**src/rtl/esm_pkg.sv**
```systemverilog
// Shared ESM types and constants: selection modes, selector states, PRNG defaults.
package esm_pkg;

  typedef enum logic [1:0] {
    SEL_RAND    = 2'd0,
    SEL_RAND_NR = 2'd1,
    SEL_RR      = 2'd2
  } sel_mode_e;

  typedef enum logic [1:0] {
    IDLE  = 2'd0,
    SCAN  = 2'd1,
    READY = 2'd2
  } state_e;

  localparam logic [15:0] LFSR_SEED_DEF = 16'hACE1;
  localparam logic [15:0] LFSR_TAPS_DEF = 16'hB400;

  // Raw mode codes 2 and 3 both mean round-robin.
  function automatic sel_mode_e decode_mode(input logic [1:0] m);
    sel_mode_e r;
    case (m)
      2'd0:    r = SEL_RAND;
      2'd1:    r = SEL_RAND_NR;
      default: r = SEL_RR;
    endcase
    return r;
  endfunction

endpackage

```
**src/rtl/cand_map_selector_if.sv**
```systemverilog
// Load and select handshake bundle between candidate generator, selector and read port.
interface cand_map_selector_if #(
  parameter int BS = 16
) ();
  localparam int IW = $clog2(BS);
  localparam int CW = $clog2(BS + 1);

  logic          load_valid;
  logic          load_ready;
  logic [BS-1:0] cand_list;
  logic [1:0]    mode;
  logic          sel_req;
  logic          sel_valid;
  logic [IW-1:0] sel_index;
  logic          sel_last;
  logic [CW-1:0] count;
  logic          empty;
  logic          busy;

  modport master (
    output load_valid, cand_list, mode, sel_req,
    input  load_ready, sel_valid, sel_index, sel_last, count, empty, busy
  );

  modport slave (
    input  load_valid, cand_list, mode, sel_req,
    output load_ready, sel_valid, sel_index, sel_last, count, empty, busy
  );
endinterface

```
**src/rtl/esm_lfsr.sv**
```systemverilog
// Free-running Galois LFSR (right-shifting); shared PRNG for ESM blocks.
module esm_lfsr #(
  parameter int               W    = 16,
  parameter logic [W-1:0]     SEED = W'(16'hACE1),
  parameter logic [W-1:0]     TAPS = W'(16'hB400)
) (
  input  logic         clk,
  input  logic         rst,
  input  logic         en_i,
  output logic [W-1:0] state_o
);

  logic [W-1:0] state_q;

  // Shift right, folding the taps in whenever a one falls out of bit 0.
  always_ff @(posedge clk or posedge rst) begin
    if (rst) begin
      state_q <= SEED;
    end else if (en_i) begin
      state_q <= (state_q >> 1) ^ (state_q[0] ? TAPS : '0);
    end
  end

  assign state_o = state_q;

endmodule

```
**src/rtl/cand_map_selector.sv**
```systemverilog
// Compacts a candidate bitmap into an index table and hands out one index per request.
module cand_map_selector
  import esm_pkg::*;
#(
  parameter int                BS        = 16,
  parameter int                LFSR_W    = 16,
  parameter logic [LFSR_W-1:0] LFSR_SEED = LFSR_W'(LFSR_SEED_DEF)
) (
  input logic               clk,
  input logic               rst,
  cand_map_selector_if.slave sel_if
);

  localparam int IW = $clog2(BS);
  localparam int CW = $clog2(BS + 1);
  localparam int PW = LFSR_W + CW;

  state_e        state_q, state_d;
  sel_mode_e     mode_q;
  logic [BS-1:0] cand_q;
  logic [IW-1:0] scan_q;
  logic [IW-1:0] rr_ptr_q;
  logic [CW-1:0] count_q;
  logic [IW-1:0] table_q [BS];
  logic          sel_valid_q;
  logic          sel_last_q;
  logic [IW-1:0] sel_index_q;

  logic [LFSR_W-1:0] lfsr;
  logic              load_acc, sel_acc, scan_hit, scan_done, rr_wrap;
  logic              last_pick;
  logic [PW-1:0]     prod;
  logic [IW-1:0]     k_idx, last_idx, pick_idx;

  esm_lfsr #(
    .W    (LFSR_W),
    .SEED (LFSR_SEED),
    .TAPS (LFSR_W'(LFSR_TAPS_DEF))
  ) u_lfsr (
    .clk     (clk),
    .rst     (rst),
    .en_i    (1'b1),
    .state_o (lfsr)
  );

  // Load wins over a same-cycle request; requests only count once a table exists.
  assign load_acc  = sel_if.load_valid && (state_q != SCAN);
  assign sel_acc   = sel_if.sel_req && (state_q == READY) && !load_acc;
  assign scan_hit  = cand_q[scan_q];
  assign scan_done = (scan_q == IW'(BS - 1));

  // Scaled pick: upper bits of r*count lie in [0, count) without a divider.
  assign prod     = PW'(lfsr) * PW'(count_q);
  assign k_idx    = IW'(prod >> LFSR_W);
  assign last_idx = IW'(count_q - CW'(1));
  assign rr_wrap  = (rr_ptr_q == last_idx);

  // Choose the returned entry and whether it closes out the table or the RR lap.
  always_comb begin
    pick_idx  = table_q[k_idx];
    last_pick = 1'b0;
    if (mode_q == SEL_RR) begin
      pick_idx  = table_q[rr_ptr_q];
      last_pick = rr_wrap;
    end else if (mode_q == SEL_RAND_NR) begin
      last_pick = (count_q == CW'(1));
    end
  end

  // State register.
  always_ff @(posedge clk or posedge rst) begin
    if (rst) state_q <= IDLE;
    else     state_q <= state_d;
  end

  // Next-state logic.
  always_comb begin
    state_d = state_q;
    unique case (state_q)
      IDLE:    if (load_acc) state_d = SCAN;
      SCAN:    if (scan_done) state_d = (scan_hit || (count_q != '0)) ? READY : IDLE;
      READY: begin
        if (load_acc) state_d = SCAN;
        else if (sel_acc && (mode_q == SEL_RAND_NR) && (count_q == CW'(1))) state_d = IDLE;
      end
      default: state_d = IDLE;
    endcase
  end

  // Table build, pick, removal and round-robin pointer.
  always_ff @(posedge clk or posedge rst) begin
    if (rst) begin
      mode_q      <= SEL_RAND;
      cand_q      <= '0;
      scan_q      <= '0;
      rr_ptr_q    <= '0;
      count_q     <= '0;
      sel_valid_q <= 1'b0;
      sel_last_q  <= 1'b0;
      sel_index_q <= '0;
      for (int i = 0; i < BS; i++) table_q[i] <= '0;
    end else begin
      sel_valid_q <= sel_acc;
      sel_last_q  <= sel_acc && last_pick;
      if (sel_acc) sel_index_q <= pick_idx;

      if (load_acc) begin
        cand_q   <= sel_if.cand_list;
        mode_q   <= decode_mode(sel_if.mode);
        count_q  <= '0;
        rr_ptr_q <= '0;
        scan_q   <= '0;
      end else if (state_q == SCAN) begin
        scan_q <= scan_q + IW'(1);
        if (scan_hit) begin
          table_q[IW'(count_q)] <= scan_q;
          count_q               <= count_q + CW'(1);
        end
      end else if (sel_acc) begin
        if (mode_q == SEL_RAND_NR) begin
          table_q[k_idx] <= table_q[last_idx];
          count_q        <= count_q - CW'(1);
        end else if (mode_q == SEL_RR) begin
          rr_ptr_q <= rr_wrap ? '0 : rr_ptr_q + IW'(1);
        end
      end
    end
  end

  assign sel_if.load_ready = (state_q != SCAN);
  assign sel_if.busy       = (state_q == SCAN);
  assign sel_if.count      = count_q;
  assign sel_if.empty      = (count_q == '0);
  assign sel_if.sel_valid  = sel_valid_q;
  assign sel_if.sel_index  = sel_index_q;
  assign sel_if.sel_last   = sel_last_q;

endmodule

```
**src/flat_wrapper.sv**
```systemverilog
// flat-port wrapper written by rule: the top's interface ports become plain ports
module cand_map_selector_flat import esm_pkg::*;
#(
  parameter int                BS        = 16,
  parameter int                LFSR_W    = 16,
  parameter logic [LFSR_W-1:0] LFSR_SEED = LFSR_W'(LFSR_SEED_DEF)
)
  (clk, rst, sel_if_load_valid, sel_if_cand_list, sel_if_mode, sel_if_sel_req, sel_if_load_ready, sel_if_sel_valid, sel_if_sel_index, sel_if_sel_last, sel_if_count, sel_if_empty, sel_if_busy);
  cand_map_selector_if #(.BS(BS)) sel_if_i ();
  input logic clk;
  input logic rst;
  input wire logic [$bits(sel_if_i.load_valid)-1:0] sel_if_load_valid;
  input wire logic [$bits(sel_if_i.cand_list)-1:0] sel_if_cand_list;
  input wire logic [$bits(sel_if_i.mode)-1:0] sel_if_mode;
  input wire logic [$bits(sel_if_i.sel_req)-1:0] sel_if_sel_req;
  output wire logic [$bits(sel_if_i.load_ready)-1:0] sel_if_load_ready;
  output wire logic [$bits(sel_if_i.sel_valid)-1:0] sel_if_sel_valid;
  output wire logic [$bits(sel_if_i.sel_index)-1:0] sel_if_sel_index;
  output wire logic [$bits(sel_if_i.sel_last)-1:0] sel_if_sel_last;
  output wire logic [$bits(sel_if_i.count)-1:0] sel_if_count;
  output wire logic [$bits(sel_if_i.empty)-1:0] sel_if_empty;
  output wire logic [$bits(sel_if_i.busy)-1:0] sel_if_busy;
  assign sel_if_i.load_valid = sel_if_load_valid;
  assign sel_if_i.cand_list = sel_if_cand_list;
  assign sel_if_i.mode = sel_if_mode;
  assign sel_if_i.sel_req = sel_if_sel_req;
  assign sel_if_load_ready = sel_if_i.load_ready;
  assign sel_if_sel_valid = sel_if_i.sel_valid;
  assign sel_if_sel_index = sel_if_i.sel_index;
  assign sel_if_sel_last = sel_if_i.sel_last;
  assign sel_if_count = sel_if_i.count;
  assign sel_if_empty = sel_if_i.empty;
  assign sel_if_busy = sel_if_i.busy;
  cand_map_selector #(.BS(BS), .LFSR_W(LFSR_W), .LFSR_SEED(LFSR_SEED)) u_core (.clk(clk), .rst(rst), .sel_if(sel_if_i));
endmodule
```
**config.mk**
```make
export PLATFORM = sky130hd
export DESIGN_NAME = cand_map_selector_flat
export DESIGN_NICKNAME = d
export VERILOG_FILES = /design/src/rtl/esm_pkg.sv /design/src/rtl/cand_map_selector_if.sv /design/src/rtl/esm_lfsr.sv /design/src/rtl/cand_map_selector.sv /design/src/flat_wrapper.sv
export SDC_FILE = /design/constraint.sdc
export NUM_CORES = 1
export LEC_CHECK = 0
export CAP_MARGIN = 20
export CORE_UTILIZATION = 64
export CTS_BUF_LIST = sky130_fd_sc_hd__clkbuf_4 sky130_fd_sc_hd__clkbuf_8
export DETAILED_ROUTE_END_ITERATION = 12
export GPL_TIMING_DRIVEN = 0
export PLACE_DENSITY = 0.83
export SLEW_MARGIN = 20
export SYNTH_ARGS = -nofsm -noshare
export SYNTH_HDL_FRONTEND = slang
export SYNTH_HIERARCHICAL = 1
export SYNTH_SLANG_ARGS = --single-unit
```
**constraint.sdc**
```tcl
create_clock -name clk -period 6.3 [get_ports clk]
set_clock_uncertainty 0.05 [all_clocks]
set_input_delay 1.26 -clock clk [delete_from_list [all_inputs] [get_ports clk]]
set_output_delay 1.26 -clock clk [all_outputs]
set_load 0.1 [all_outputs]
```
==> results by group <==
Run status
  • Status: finished, final reports clean

Worst setup path
  • Worst Setup EP: u_core/table_q[56]
  • Crit path launch: u_core/sel_if.count[3]
  • CP Launch Type: flop
  • Worst r2r src: u_core/sel_if.count[3]
  • Crit Path Class: flop to flop
  • Reg-to-reg endpoint: u_core/table_q[56]
  • Critical path arrival: roughly 6.2 ns
  • FF-to-FF path depth: 17
  • Reg-to-reg slack, setup: around 0.40 ns
  • Largest fanout on the critical path: 19
  • CP endpoint kind: flop
  • Critical path data required time: 6.60 ns

Synthesis
  • Primary FF master, synth: dfrtp_1
  • Synth warn: 6
  • Synth top area cells: dfrtp_1, mux4_2, fa_1
  • Seq/Total Area, Yosys: 30.0%
  • Synthesized area: approximately 10000 um^2
  • Syn_nets: 1000
  • Synth top area share: around 28%
  • Yosys cell types: between 80 and 90
  • Post-synth EDFFs: 0
  • Synth Instances: approximately 900
  • FF+latch count, synth: about 120
  • Post-synth top area cell: dfrtp_1
  • Asr flop ratio synth: 100%
  • Syn_area_per_cell: about 11 um^2

Global routing
  • Pin count of the biggest net entering global routing: between 60 and 70
  • GR Layer Usage met1: around 47%
  • M3 GR Usage: between 10% and 20%
  • GRT overflow: 0
  • Vias in the first global route: about 8000
  • Initial antenna violation count: 0
  • Global Route Usage Sum: between 30% and 40%
  • Busiest metal layer after global routing: met2
  • Grt met2 use: just under 60%
  • First-pass GRT wire length: about 44000 um

Clock tree
  • Clk pin slew, worst setup/hold paths: 0.07 ns
  • Root Driver: clkbuf_8
  • Clock Sinks: roughly 120
  • CTS Buffer Depth: 2
  • CTS tree: built
  • Clock latency at the later pin of the worst-skew pair: roughly 0.46 ns
  • Hold bufs inserted after CTS: 0
  • Num CTS Buffers: 17
  • # H-tree levels: 4

Detailed routing
  • Detailed router's first-iteration violation count: 1170
  • Post-DR vias/cell: between 6 and 7
  • Final ANT Viol Nets: 0
  • DRC: 0
  • Wire length per cell: between 20 and 25 um
  • WL final: around 28000 um
  • DR vias: between 7000 and 8000
  • Pre-Repair DR Iteration Count: 6

Final layout
  • Layout cell share with drive strength beyond 1: 25.4%
  • Cell area after layout: around 11000 um^2
  • Layout area overhead: 10.6%
  • Diodes inserted: 0
  • Final net count: about 1100
  • Final cell count without fillers: 1160

Placement
  • Placed cell count: between 1000 and 1500
  • I/O Buffers: 35
  • Gp weighted congestion: just over 1
  • Detail Placement HPWL: between 20000 and 25000 um
  • DP Area: roughly 11000 um^2

Flow run
  • Maxcap violations: 0

Timing
  • Unrepaired setup endpoints after global routing: false
  • Minimum clock period: 5.90 ns
  • Max Slew Vio Count: 0
  • Slew @ Worst Pin: between 0.9 and 1 ns
  • Period utilization: between 90 and 100%
  • Final Hold Fails: 0
  • Relative max-transition margin: about a third
  • Fmax: 169 MHz
  • # setup viols final: 0

Hold path
  • Tightest Hold Check Type: flop to flop
  • Min-Delay Path Depth: 1
  • HP Start: u_core/cand_q[14]

Die
  • DIE HEIGHT: approximately 130 um
  • Core ar.: roughly 15000 um^2
  • Placement Rows: 45
  • Chip width: approximately 130 um
  • IO Pins: 36
  • Die area: between 15000 and 20000 um^2
  • Starting density of the core: about 66%
-- flip-flops by register name, indices dropped and copies added (netlist names) --
| signal | flops |
|---|---|
| u_core/cand_q | 16 |
| u_core/mode_q | 2 |
| u_core/rr_ptr_q | 4 |
| u_core/scan_q | 4 |
| u_core/sel_if.count | 5 |
| u_core/sel_if.sel_index | 4 |
| u_core/sel_if.sel_last | 1 |
| u_core/sel_if.sel_valid | 1 |
| u_core/state_q | 2 |
| u_core/table_q | 64 |
| u_core/u_lfsr/state_o | 16 |
-- critical path, stage by stage (launching register included) --
cell and delay [ns]:
dfrtp_2 0.55, clkbuf_2 0.43, and2_1 0.22, fa_1 0.44, fa_1 0.54, inv_1 0.05, fa_1 0.52, inv_1 0.04
ha_1 0.32, a211oi_1 0.28, o21ai_1 0.13, a22oi_2 0.37, o21ai_4 0.16, xor2_2 0.36, and2_1 0.45, nand2_2 0.18
o22ai_2 0.32, mux2_2 0.38
-- worst min-delay path by stage --
stage | endpoint | slack (ns)
4_1_cts | u_core/cand_q[14] | 0.46
2_1_floorplan | u_core/cand_q[4] | 0.42
3_5_place_dp | u_core/cand_q[14] | 0.44
6_report | u_core/cand_q[14] | 0.46
3_3_place_gp | u_core/cand_q[13] | 0.43
5_1_grt | u_core/cand_q[12] | 0.47
-- metal layers --
| layer | wire (um) | vias to the layer above |
|---|---|---|
| met5 | 0 | - |
| met4 | 1470 | 0 |
| met3 | 3050 | 144 |
| met2 | 13000 | 523 |
| met1 | 10600 | 3884 |
| li1 | - | 3405 |
-- per-stage QoR --
stage | utilization [%] | TNS [ns] | hold WS, ns | setup WS [ns]
finish | 72.5 | 0 | 0.457 | 0.397
global route | 72.5 | 0 | 0.475 | 0.144
CTS | 72.3 | 0 | 0.459 | 0.110
detailed placement | 69.7 | -14.26 | 0.442 | -0.356
global placement | 69.4 | -10.86 | 0.433 | -0.296
floorplan | - | 0 | 0.424 | 0.220
-- placed cells by master, fill, tap and decap left out, types with 5 or more instances in the layout --
| cell type | count |
|---|---|
| mux2_2 | 50 |
| nand2_1 | 67 |
| fa_1 | 40 |
| o21ai_2 | 5 |
| o22a_1 | 9 |
| a21o_1 | 10 |
| inv_1 | 66 |
| dfstp_2 | 8 |
| clkbuf_8 | 19 |
| nand3_1 | 18 |
| mux2_4 | 20 |
| nor2_1 | 39 |
| nand4_1 | 7 |
| ha_1 | 32 |
| mux4_2 | 61 |
| nor3_1 | 7 |
| nand2_2 | 7 |
| clkbuf_1 | 24 |
| buf_2 | 9 |
| and2_1 | 60 |
| xnor2_1 | 12 |
| nor2b_1 | 5 |
| a31oi_1 | 7 |
| nand2b_1 | 6 |
| o21ai_0 | 26 |
| mux2_1 | 8 |
| buf_4 | 6 |
| a22oi_1 | 7 |
| clkdlybuf4s50_1 | 35 |
| dfrtp_1 | 109 |
| or3_1 | 7 |
| a21oi_1 | 32 |
| o22ai_1 | 46 |
-- kinds of logic (layout without fill, tap and decap cells) --
logic type                 after synthesis  after routing  synth area share, %
adders and majority gates               72             72                 12.0
xor gates and xnor gates                15             15                 1.64
DFF                                    119            119                 30.0
AOI/OAI and AO/OA                      183            183                 13.0
other                                    1              1               0.0376
muxes                                  140            140                 23.4
buffers and inverters                  121            187                 5.43
and+or+nand+nor                        255            255                 14.5
-- final cells by class --
| cell class | count | area (um^2) |
|---|---|---|
| Tap cell | 188 | 235 |
| Buffer | 50 | 278 |
| Multi-Input combinational cell | 666 | 6450 |
| Clock buffer | 20 | 269 |
| Timing Repair Buffer | 38 | 405 |
| Sequential cell | 119 | 2990 |
| Fill cell | 1059 | 4180 |
| Clock inverter | 12 | 143 |
| Inverter | 67 | 256 |
-- what timing repair did --
| action | in CTS | in global routing |
|---|---|---|
| setup buffers | 0 | 2 |
| endpoints found under the setup margin | 68 | 40 |
| resized for setup | 4 | 1 |
| pin swaps | 0 | 1 |
-- Yosys cell counts (10+ instances only) --
library cell	count
nand2_1	67
fa_1	40
dfrtp_1	111
nand3_1	18
mux2_2	50
and2_1	60
ha_1	32
clkbuf_1	30
a21o_1	10
xnor2_1	12
nor2_1	39
o22ai_1	46
inv_1	67
mux2_4	20
o21ai_0	26
mux4_2	61
a21oi_1	32
Power is not shown: default switching activity piles up to over one toggle a cycle in this logic, so the estimate is an artifact.
